<file path="config.mk">
export PLATFORM = sky130hd
export DESIGN_NAME = vend_dispense_ctrl
export DESIGN_NICKNAME = d
export VERILOG_FILES = /design/src/rtl/vend_dispense_ctrl.sv
export SDC_FILE = /design/constraint.sdc
export NUM_CORES = 1
export LEC_CHECK = 0
export ABC_AREA = 1
export CELL_PAD_IN_SITES_DETAIL_PLACEMENT = 0
export CELL_PAD_IN_SITES_GLOBAL_PLACEMENT = 1
export CORE_MARGIN = 2
export CORE_UTILIZATION = 39
export DETAILED_ROUTE_END_ITERATION = 8
export GPL_TIMING_DRIVEN = 0
export PLACE_DENSITY_LB_ADDON = 0.25
export SYNTH_ARGS = -nofsm -noshare
export SYNTH_HDL_FRONTEND = slang
export SYNTH_SLANG_ARGS = --single-unit
</file>
<file path="constraint.sdc">
create_clock -name i_clk -period 1.9 [get_ports i_clk]
set_input_delay 0.38 -clock i_clk [delete_from_list [all_inputs] [get_ports i_clk]]
set_output_delay 0.38 -clock i_clk [all_outputs]
set_load 0.03 [all_outputs]
</file>
<file path="src/rtl/vend_dispense_ctrl.sv">
// Dispense sequencer: soda motor handshake, then one-nickel-at-a-time change ejection.
// Coin acceptance is inhibited while busy, and any handshake timeout latches a fault.
module vend_dispense_ctrl #(
    parameter  int unsigned TIMEOUT_CYC = 1000,
    localparam int unsigned TW          = $clog2(TIMEOUT_CYC + 1)
) (
    input  logic       i_clk,
    input  logic       i_rst_n,
    input  logic       i_vend_valid,
    input  logic       i_soda,
    input  logic [2:0] i_change,
    output logic       o_vend_ready,
    output logic       o_soda_motor,
    input  logic       i_soda_done,
    output logic       o_nickel_eject,
    input  logic       i_nickel_ack,
    output logic       o_coin_inhibit,
    output logic       o_done,
    output logic       o_fault,
    input  logic       i_fault_clr
);

    typedef enum logic [2:0] {
        IDLE,
        SODA,
        EJECT,
        GAP,
        DONE,
        FAULT
    } state_t;

    localparam logic [TW-1:0] LAST = TW'(TIMEOUT_CYC - 1);

    state_t        state, state_nxt;
    logic [2:0]    rem, rem_nxt;
    logic [TW-1:0] timer, timer_nxt;

    always_comb begin
        state_nxt = state;
        rem_nxt   = rem;
        timer_nxt = timer;
        case (state)
            IDLE: begin
                if (i_vend_valid) begin
                    rem_nxt   = i_change;
                    timer_nxt = '0;
                    if (i_soda)
                        state_nxt = SODA;
                    else if (i_change != '0)
                        state_nxt = EJECT;
                    else
                        state_nxt = DONE;
                end
            end
            SODA: begin
                if (i_soda_done) begin
                    timer_nxt = '0;
                    state_nxt = (rem != '0) ? EJECT : DONE;
                end else if (timer == LAST) begin
                    state_nxt = FAULT;
                end else begin
                    timer_nxt = timer + TW'(1);
                end
            end
            EJECT: begin
                // Handshake is checked before expiry so an ack on the last allowed cycle wins.
                if (i_nickel_ack) begin
                    rem_nxt   = rem - 3'd1;
                    state_nxt = GAP;
                end else if (timer == LAST) begin
                    state_nxt = FAULT;
                end else begin
                    timer_nxt = timer + TW'(1);
                end
            end
            GAP: begin
                timer_nxt = '0;
                state_nxt = (rem != '0) ? EJECT : DONE;
            end
            DONE: begin
                state_nxt = IDLE;
            end
            FAULT: begin
                if (i_fault_clr) begin
                    rem_nxt   = '0;
                    state_nxt = IDLE;
                end
            end
            default: begin
                state_nxt = IDLE;
            end
        endcase
    end

    // Outputs are decoded from the next state so they change on the same edge as the state.
    always_ff @(posedge i_clk) begin
        if (!i_rst_n) begin
            state          <= IDLE;
            rem            <= '0;
            timer          <= '0;
            o_vend_ready   <= 1'b1;
            o_soda_motor   <= 1'b0;
            o_nickel_eject <= 1'b0;
            o_coin_inhibit <= 1'b0;
            o_done         <= 1'b0;
            o_fault        <= 1'b0;
        end else begin
            state          <= state_nxt;
            rem            <= rem_nxt;
            timer          <= timer_nxt;
            o_vend_ready   <= (state_nxt == IDLE);
            o_soda_motor   <= (state_nxt == SODA);
            o_nickel_eject <= (state_nxt == EJECT);
            o_coin_inhibit <= (state_nxt != IDLE);
            o_done         <= (state_nxt == DONE);
            o_fault        <= (state_nxt == FAULT);
        end
    end

endmodule

</file>
==> metrics.sh, run 1 <==
GRT_START_MAX_NET_PINS=14
ROUTE.DETAILED.DRC=0
ROUTABILITY_CONG=0.913
GRT_FIRST_PASS_WIRELENGTH_UM=4930
CLKLATENCYLATEPIN_NS=0.31
POWER_DENSITY_nW_PER_UM2=857
CTS.SINKS=22
FINAL_LAYOUT_SIZE_SUFFIX_GT1_SHARE_PCT=12.6
TOTAL_LEAKAGE_POWER_nW=0.763
HOLD_PATH.CLASS='primary input to flop'
SYNTH_CELL_TYPE_COUNT=32
WORST_SLEW_PIN_SLEW_NS=0.330
SLEW-LIMIT-HEADROOM_PCT=78.0
YOSYSSEQAREASHARE_PCT=33.1
LEADING_CELL_TYPES_IN_THE_LAYOUT_FILL_AND_TAPS_EXCLUDED='49 x nand2_1, 29 x inv_1, 29 x nor2_1'
POSTSYNTHNETCOUNT=210
CP_DATA_ARRIVAL_TIME_NS=1.93
FLOW.AREA_GROWTH_FROM_SYNTHESIS_PCT=18.8
DIE_H_UM=62.4
CLOCK_SKEW_NS=0.00914
ANTENNA_VIOLATIONS_BEFORE_REPAIR=0
FLOORPLAN.DIE_AREA_UM2=3890
DESIGN.FINAL.NETS=229
ROWS=21
GLOBALROUTE.TOTALOVERFLOW=0
POST_SYNTH_INSTANCE_AREA_UM2=1330
YS_FF_LATCH=22
YOSYSWARNINGCOUNT=0
CLOCK_TREE.BUFFER_DEPTH=2
PORT_BUFFERS=14
CTS-BUFFERS-INSERTED=3
CLOCK-ROOT-BUFFER='clkbuf_4'
FIRST_GLOBAL_VIAS=1083
RSZ0062_AT_GRT='false'
FINAL-HOLD-VIOLATION-COUNT=0
HORIZONTAL_DIE_DIMENSION_UM=62.4
WORST_SETUP_PATH_TYPE='flop to flop'
COUNT_OF_FINAL_MAX_SLEW_CHECK_FAILURES=0
TRITONCTS='done'
DETAILEDROUTE.FIRSTITERATIONVIOLATIONS=70
CRITPATHMAXFANOUT=7
FILLCELLCOUNT=375
CLK_PIN_SLEW_NS=0.14
ANT_DIODES=0
PIN_COUNT=16
SYN_INST=197
TIMING.FINAL.CRIT_PERIOD_NS=1.70
STATUS='finished, final reports clean'
TOTAL_ROUTED_WIRELENGTH_UM=2760
CLOCK.FMAX_GHz=0.587
SETUP_TOTAL_NEGATIVE_SLACK_NS=0
IR_WORST_VDD_mV=0.445
WORSTPATHREQUIRED_NS=2.13
H-TREE-DEPTH=1
NUM_VIAS=1199
CORE_AREA_UM2=3310
MOSTFREQUENTLAYOUTCELL='nand2_1'
MIN_PERIOD_OVER_PERIOD_PCT=89.7
HALF_PERIMETER_WIRE_LENGTH_AFTER_PLACEMENT_UM=2150
VIA_COUNT_NORMALIZED_BY_INSTANCE_COUNT=4.59
POST-ROUTE-CELL-AREA_UM2=1580
POST_SYNTH.CELL_AREA_AVG_UM2=6.75
GROUTE.USAGE.OVERALL_PCT=15.5
CRIT_PATH_END_KIND='flop'
CTS_RESIZED=0
CRITICAL_PATH.STARTPOINT_TYPE='flop'
ROUTE.ANTENNA.REMAINING_NETS=0
MAX_CAP_VIOLATIONS=0
CTS_POST_SETUP_BUFFERS_INSERTED=0
CTS_HOLD_BUF=0
FIRST_PASS_ITERS=5
FLOORPLAN.INITIALDENSITY_PCT=40.1
WIRE_PER_INST_UM=10.6
PLACEDINSTANCEAREA_UM2=1530
FINALSETUPVIOLCOUNT=0
cells by family after synthesis:
logic type,after synthesis,share of synthesized area (%)
flops,22,33.1
compound gates,20,10.8
xor+xnor,3,1.98
simple gates,114,41.1
fa+ha+maj,3,2.83
buf+inv,35,10.2
metrics by stage:
stage / util, % / power (mW) / hold WS, ns / std cells / worst slack, ns
2_1_floorplan: - / 0.884 / 0.469 / 197 / 0.447
3_3_place_gp: 46.1 / 0.993 / 0.484 / 257 / 0.0248
3_5_place_dp: 46.1 / 1.00 / 0.492 / 257 / 0.00184
4_1_cts: 47.7 / 1.37 / 0.365 / 261 / 0.191
5_1_grt: 47.7 / 1.46 / 0.364 / 261 / 0.0417
6_report: 47.7 / 1.35 / 0.368 / 261 / 0.197
per-layer routing:
layer	part of all wire, %	vias up	wire, µm	global-route usage [%]
met2	40	24	1100	22.1
met5	0	-	0	0
met3	5.1	2	141	2.70
met4	0.69	0	19	4.17
met1	54	519	1500	23.9
li1	-	654	-	-
worst paths after layout:
kind / from / to / slack [ns] / cells past startpoint
worst max-delay path: timer[0] / timer[1] / 0.20 / 11
worst min-delay path: i_rst_n / o_vend_ready / 0.37 / 2
worst max register to register: timer[0] / timer[1] / 0.20 / 11
worst min register to register: timer[9] / timer[9] / 0.51 / 2
critical path, cell delays in order (launching register included):
cell	delay, ns
dfxtp_1	0.46
ha_1	0.23
nand2_1	0.06
inv_1	0.10
nand2_1	0.06
inv_1	0.05
nand2_1	0.11
inv_1	0.19
nor2_8	0.06
or2_1	0.20
inv_1	0.05
nor2_1	0.03
where the power goes:
| group | total [mW] | switching [mW] | internal (mW) |
|---|---|---|---|
| Sequential | 0.541 | 0.0336 | 0.508 |
| Combinational | 0.446 | 0.276 | 0.170 |
| Clock | 0.365 | 0.152 | 0.213 |
| Total | 1.35 | 0.462 | 0.891 |
layout make-up:
| cell class | instances | area, µm² | share of cell area [%] |
|---|---|---|---|
| timing repair buffer | 14 | 140 | 8.87 |
| multi-input combinational | 140 | 753 | 47.7 |
| tap | 46 | 57.6 | 3.65 |
| clock buffer | 3 | 22.5 | 1.43 |
| sequential | 22 | 440 | 27.9 |
| inverter | 34 | 130 | 8.24 |
| clock inverter | 1 | 30.0 | 1.90 |
| buffer | 1 | 5.00 | 0.317 |
sequential cells by signal, indices dropped and copies added, names as in the netlist:
name and flops:
timer 10, rem 3, state 3, o_coin_inhibit 1
o_done 1, o_fault 1, o_nickel_eject 1, o_soda_motor 1
o_vend_ready 1
synth_stat cells, drive strengths merged:
master	count	area share [%]
a21o	1	0.57
o31ai	1	0.57
xor2	1	0.66
ha	3	2.8
nand3	17	6.8
o21a	1	0.57
o21ai	7	3.8
a21oi	9	4.2
inv	34	9.8
nand2	56	19
nand4	3	1.4
buf	1	0.38
dfxtp	22	33
xnor2	2	1.3
o2111ai	1	1.1
or2	2	0.94
nor3	3	1.5
nor2	33	11
Note: power is estimated with default switching activity, not from simulation.
==> run 2: changes to the inputs <==
--- a/config.mk
+++ b/config.mk
@@ -13,6 +13,7 @@
 export DETAILED_ROUTE_END_ITERATION = 8
 export GPL_TIMING_DRIVEN = 0
 export PLACE_DENSITY_LB_ADDON = 0.25
+export SKIP_LAST_GASP = 1
 export SYNTH_ARGS = -nofsm -noshare
 export SYNTH_HDL_FRONTEND = slang
 export SYNTH_SLANG_ARGS = --single-unit
==> results of run 2 <==
No change in the layout: final DEF, timing and power equal those of run 1.
==> run 3: changes to the inputs <==
--- a/config.mk
+++ b/config.mk
@@ -8,8 +8,8 @@
 export ABC_AREA = 1
 export CELL_PAD_IN_SITES_DETAIL_PLACEMENT = 0
 export CELL_PAD_IN_SITES_GLOBAL_PLACEMENT = 1
-export CORE_MARGIN = 2
 export CORE_UTILIZATION = 39
+export CTS_CLUSTER_SIZE = 16
 export DETAILED_ROUTE_END_ITERATION = 8
 export GPL_TIMING_DRIVEN = 0
 export PLACE_DENSITY_LB_ADDON = 0.25
==> run 3 against run 2 <==
  * Wire length grew 2.7%
  * Sequential share of layout area grew 0.34 points
  * Via count grew 0.58%
  * Combinational power grew 1%
  * Critical path type is now flop to output port
  * Utilization grew 1.8 points
  * Total power shrank 7.4%
==> metrics.sh, run 3 (synthesis results as in run 1) <==
WORST_SETUP_PATH_TYPE='flop to output port'
CTS.SINKS=22  # unchanged
CORE_AREA_UM2=3150  # -4.8%
GRT_FIRST_PASS_WIRELENGTH_UM=4860  # -1.5%
HOLD-PATH-CELL-COUNT=2  # unchanged
TIMING.FINAL.CRIT_PERIOD_NS=1.70  # -0.00212 ns
FLOORPLAN.INITIALDENSITY_PCT=42.1  # +2.0 points
MOSTFREQUENTLAYOUTCELL='nand2_1'
LARGEST_REG_FLOPS=10  # unchanged
GRT_START_MAX_NET_PINS=13  # -1
POWER_DENSITY_nW_PER_UM2=802  # -6.3%
MULTI_INPUT_AREA_UM2=753  # unchanged
DESIGN.FINAL.NETS=229  # unchanged
CP_DATA_ARRIVAL_TIME_NS=1.32  # -0.61 ns
CTS-BUFFERS-INSERTED=3  # unchanged
WORSTPATHREQUIRED_NS=1.52  # -0.61 ns
FLOW.AREA_GROWTH_FROM_SYNTHESIS_PCT=17.4
CLOCK_SKEW_NS=0.00480  # -0.00434 ns
GLOBALROUTE.TOTALOVERFLOW=0  # unchanged
LEADING_CELL_TYPES_IN_THE_LAYOUT_FILL_AND_TAPS_EXCLUDED='49 x nand2_1, 29 x inv_1, 29 x nor2_1'
RSZ0062_AT_GRT='false'
CTS_POST_SETUP_BUFFERS_INSERTED=0  # unchanged
MAX_CAP_VIOLATIONS=0  # unchanged
HORIZONTAL_DIE_DIMENSION_UM=60.4  # -3.2%
WORSTREG2REGSTART='timer[0]'
FIRST_GLOBAL_VIAS=1122  # +3.6%
WIRE_PER_INST_UM=10.9  # +3.5%
CTS_HOLD_BUF=0  # unchanged
DIE_H_UM=60.4  # -3.2%
CRITICAL_PATH_BUF_INV_COUNT=1  # -3
VIA_COUNT_NORMALIZED_BY_INSTANCE_COUNT=4.66  # +1.4%
DETAILEDROUTE.FIRSTITERATIONVIOLATIONS=63  # -10%
CRITPATHTOPFAMILY='buffers and inverters'
HALF_PERIMETER_WIRE_LENGTH_AFTER_PLACEMENT_UM=2240  # +4.5%
CLK_PIN_SLEW_NS=0.13  # about the same
GROUTE.USAGE.OVERALL_PCT=17.8  # +2.3 points
WORST-R2R-SETUP-SLACK_NS=0.22  # +0.02 ns
CRIT_PATH_END_KIND='output port'
CLOCK-ROOT-BUFFER='clkbuf_4'
FILLCELLCOUNT=345  # -8.0%
CLKLATENCYLATEPIN_NS=0.30  # about the same
TOTAL_LEAKAGE_POWER_nW=0.756  # -0.91%
NUM_VIAS=1206  # +0.58%
ROWS=20  # -4.8%
PORT_BUFFERS=14  # unchanged
FINAL-HOLD-VIOLATION-COUNT=0  # unchanged
DPL.CELL_COUNT=255  # -0.78%
SETUP_TOTAL_NEGATIVE_SLACK_NS=0  # unchanged
TOTAL_ROUTED_WIRELENGTH_UM=2830  # +2.7%
STATUS='finished, final reports clean'
IR_WORST_VDD_mV=0.398  # -11%
FIRST_PASS_ITERS=4  # -1
CLOCK_TREE.BUFFER_DEPTH=2  # unchanged
CTS_RESIZED=0  # unchanged
REGISTER_CONTAINING_THE_MOST_FLIP_FLOPS_IN_THE_FINAL_LAYOUT='timer'
HOLD_PATH.CLASS='primary input to flop'
ROUTABILITY_CONG=0.798  # -13%
H-TREE-DEPTH=1  # unchanged
LAYOUT_TOP_REGISTERS='timer (10), rem (3), state (3)'
MAX_STAGE_DELAY_NS=0.67  # +0.21 ns
CRIT_CHAIN='clkdlybuf4s50_1'
FINALSETUPVIOLCOUNT=0  # unchanged
WORST_SLEW_PIN_SLEW_NS=0.347  # +0.0165 ns
ROUTE.DETAILED.DRC=0  # unchanged
HOLD_PATH.STARTPOINT='i_rst_n'
HOLDPATHEND='o_vend_ready'
PIN_COUNT=16  # unchanged
WORST_R2R_ENDPOINT='timer[1]'
R2R_CELLS=11  # unchanged
FOOTPRINT_OF_THE_FLIP_FLOPS_AND_LATCHES_UM2=440  # unchanged
SLEW-LIMIT-HEADROOM_PCT=76.9  # -1.1 points
COUNT_OF_FINAL_MAX_SLEW_CHECK_FAILURES=0  # unchanged
CRITPATHMAXFANOUT=1  # -6
ROUTE.ANTENNA.REMAINING_NETS=0  # unchanged
TRITONCTS='done'
CLOCK.FMAX_GHz=0.588  # +0.13%
FLOORPLAN.DIE_AREA_UM2=3640  # -6.3%
ANT_DIODES=0  # unchanged
POST_LAYOUT_CELL_COUNT=259  # -0.77%
FINAL_LAYOUT_SIZE_SUFFIX_GT1_SHARE_PCT=12.6  # unchanged
SLOWEST_STAGE_CELL_CRIT_PATH='clkdlybuf4s50_1'
ANTENNA_VIOLATIONS_BEFORE_REPAIR=0  # unchanged
MIN_PERIOD_OVER_PERIOD_PCT=89.5  # -0.11 points
CRITICAL_PATH.STARTPOINT_TYPE='flop'
run 3: worst max-delay path by stage:
stage	start	end	slack [ns]	cells after the start
2_1_floorplan	timer[0]	timer[1]	0.45	11
3_3_place_gp	i_vend_valid	timer[1]	0.02	8
3_5_place_dp	i_vend_valid	timer[1]	0.0008	8
4_1_cts	o_fault	o_fault	0.18	1
5_1_grt	timer[0]	timer[1]	0.03	11
6_report	o_fault	o_fault	0.20	1
run 3: final cells by class:
type / instances / area share (%)
flip-flops and latches: 22 / 28.2
repair buffers: 14 / 8.98
multi-input cells: 140 / 48.3
clock buffers: 4 / 2.33
well taps: 44 / 3.53
inverters: 34 / 8.34
plain buffers: 1 / 0.321
run 3: metal layers:
metal,global-route usage [%],routed length (µm),up-vias,share of wire [%]
li1,-,-,650,-
met1,26.5,1540,537,54
met2,26.8,1170,17,41
met3,2.13,93,2,3.3
met4,4.98,21,0,0.74
met5,0,0,-,0
run 3: per-stage QoR:
stage / utilization (%) / instance area, µm² / worst slack, ns / hold WS (ns) / total power [mW]
5_1_grt: 49.5 / 1560 / 0.0306 / 0.371 / 1.34
6_report: 49.5 / 1560 / 0.199 / 0.380 / 1.25
2_1_floorplan: - / 1330 / 0.447 / 0.469 / 0.884
3_3_place_gp: 48.3 / 1520 / 0.0179 / 0.484 / 0.992
4_1_cts: 49.5 / 1560 / 0.181 / 0.372 / 1.26
3_5_place_dp: 48.3 / 1520 / 0.000837 / 0.496 / 1.00
run 3: report_power, final:
group | internal [mW] | total, mW | switching [mW]
registers | 0.507 | 0.541 | 0.0336
clock network | 0.117 | 0.259 | 0.142
logic | 0.171 | 0.452 | 0.281
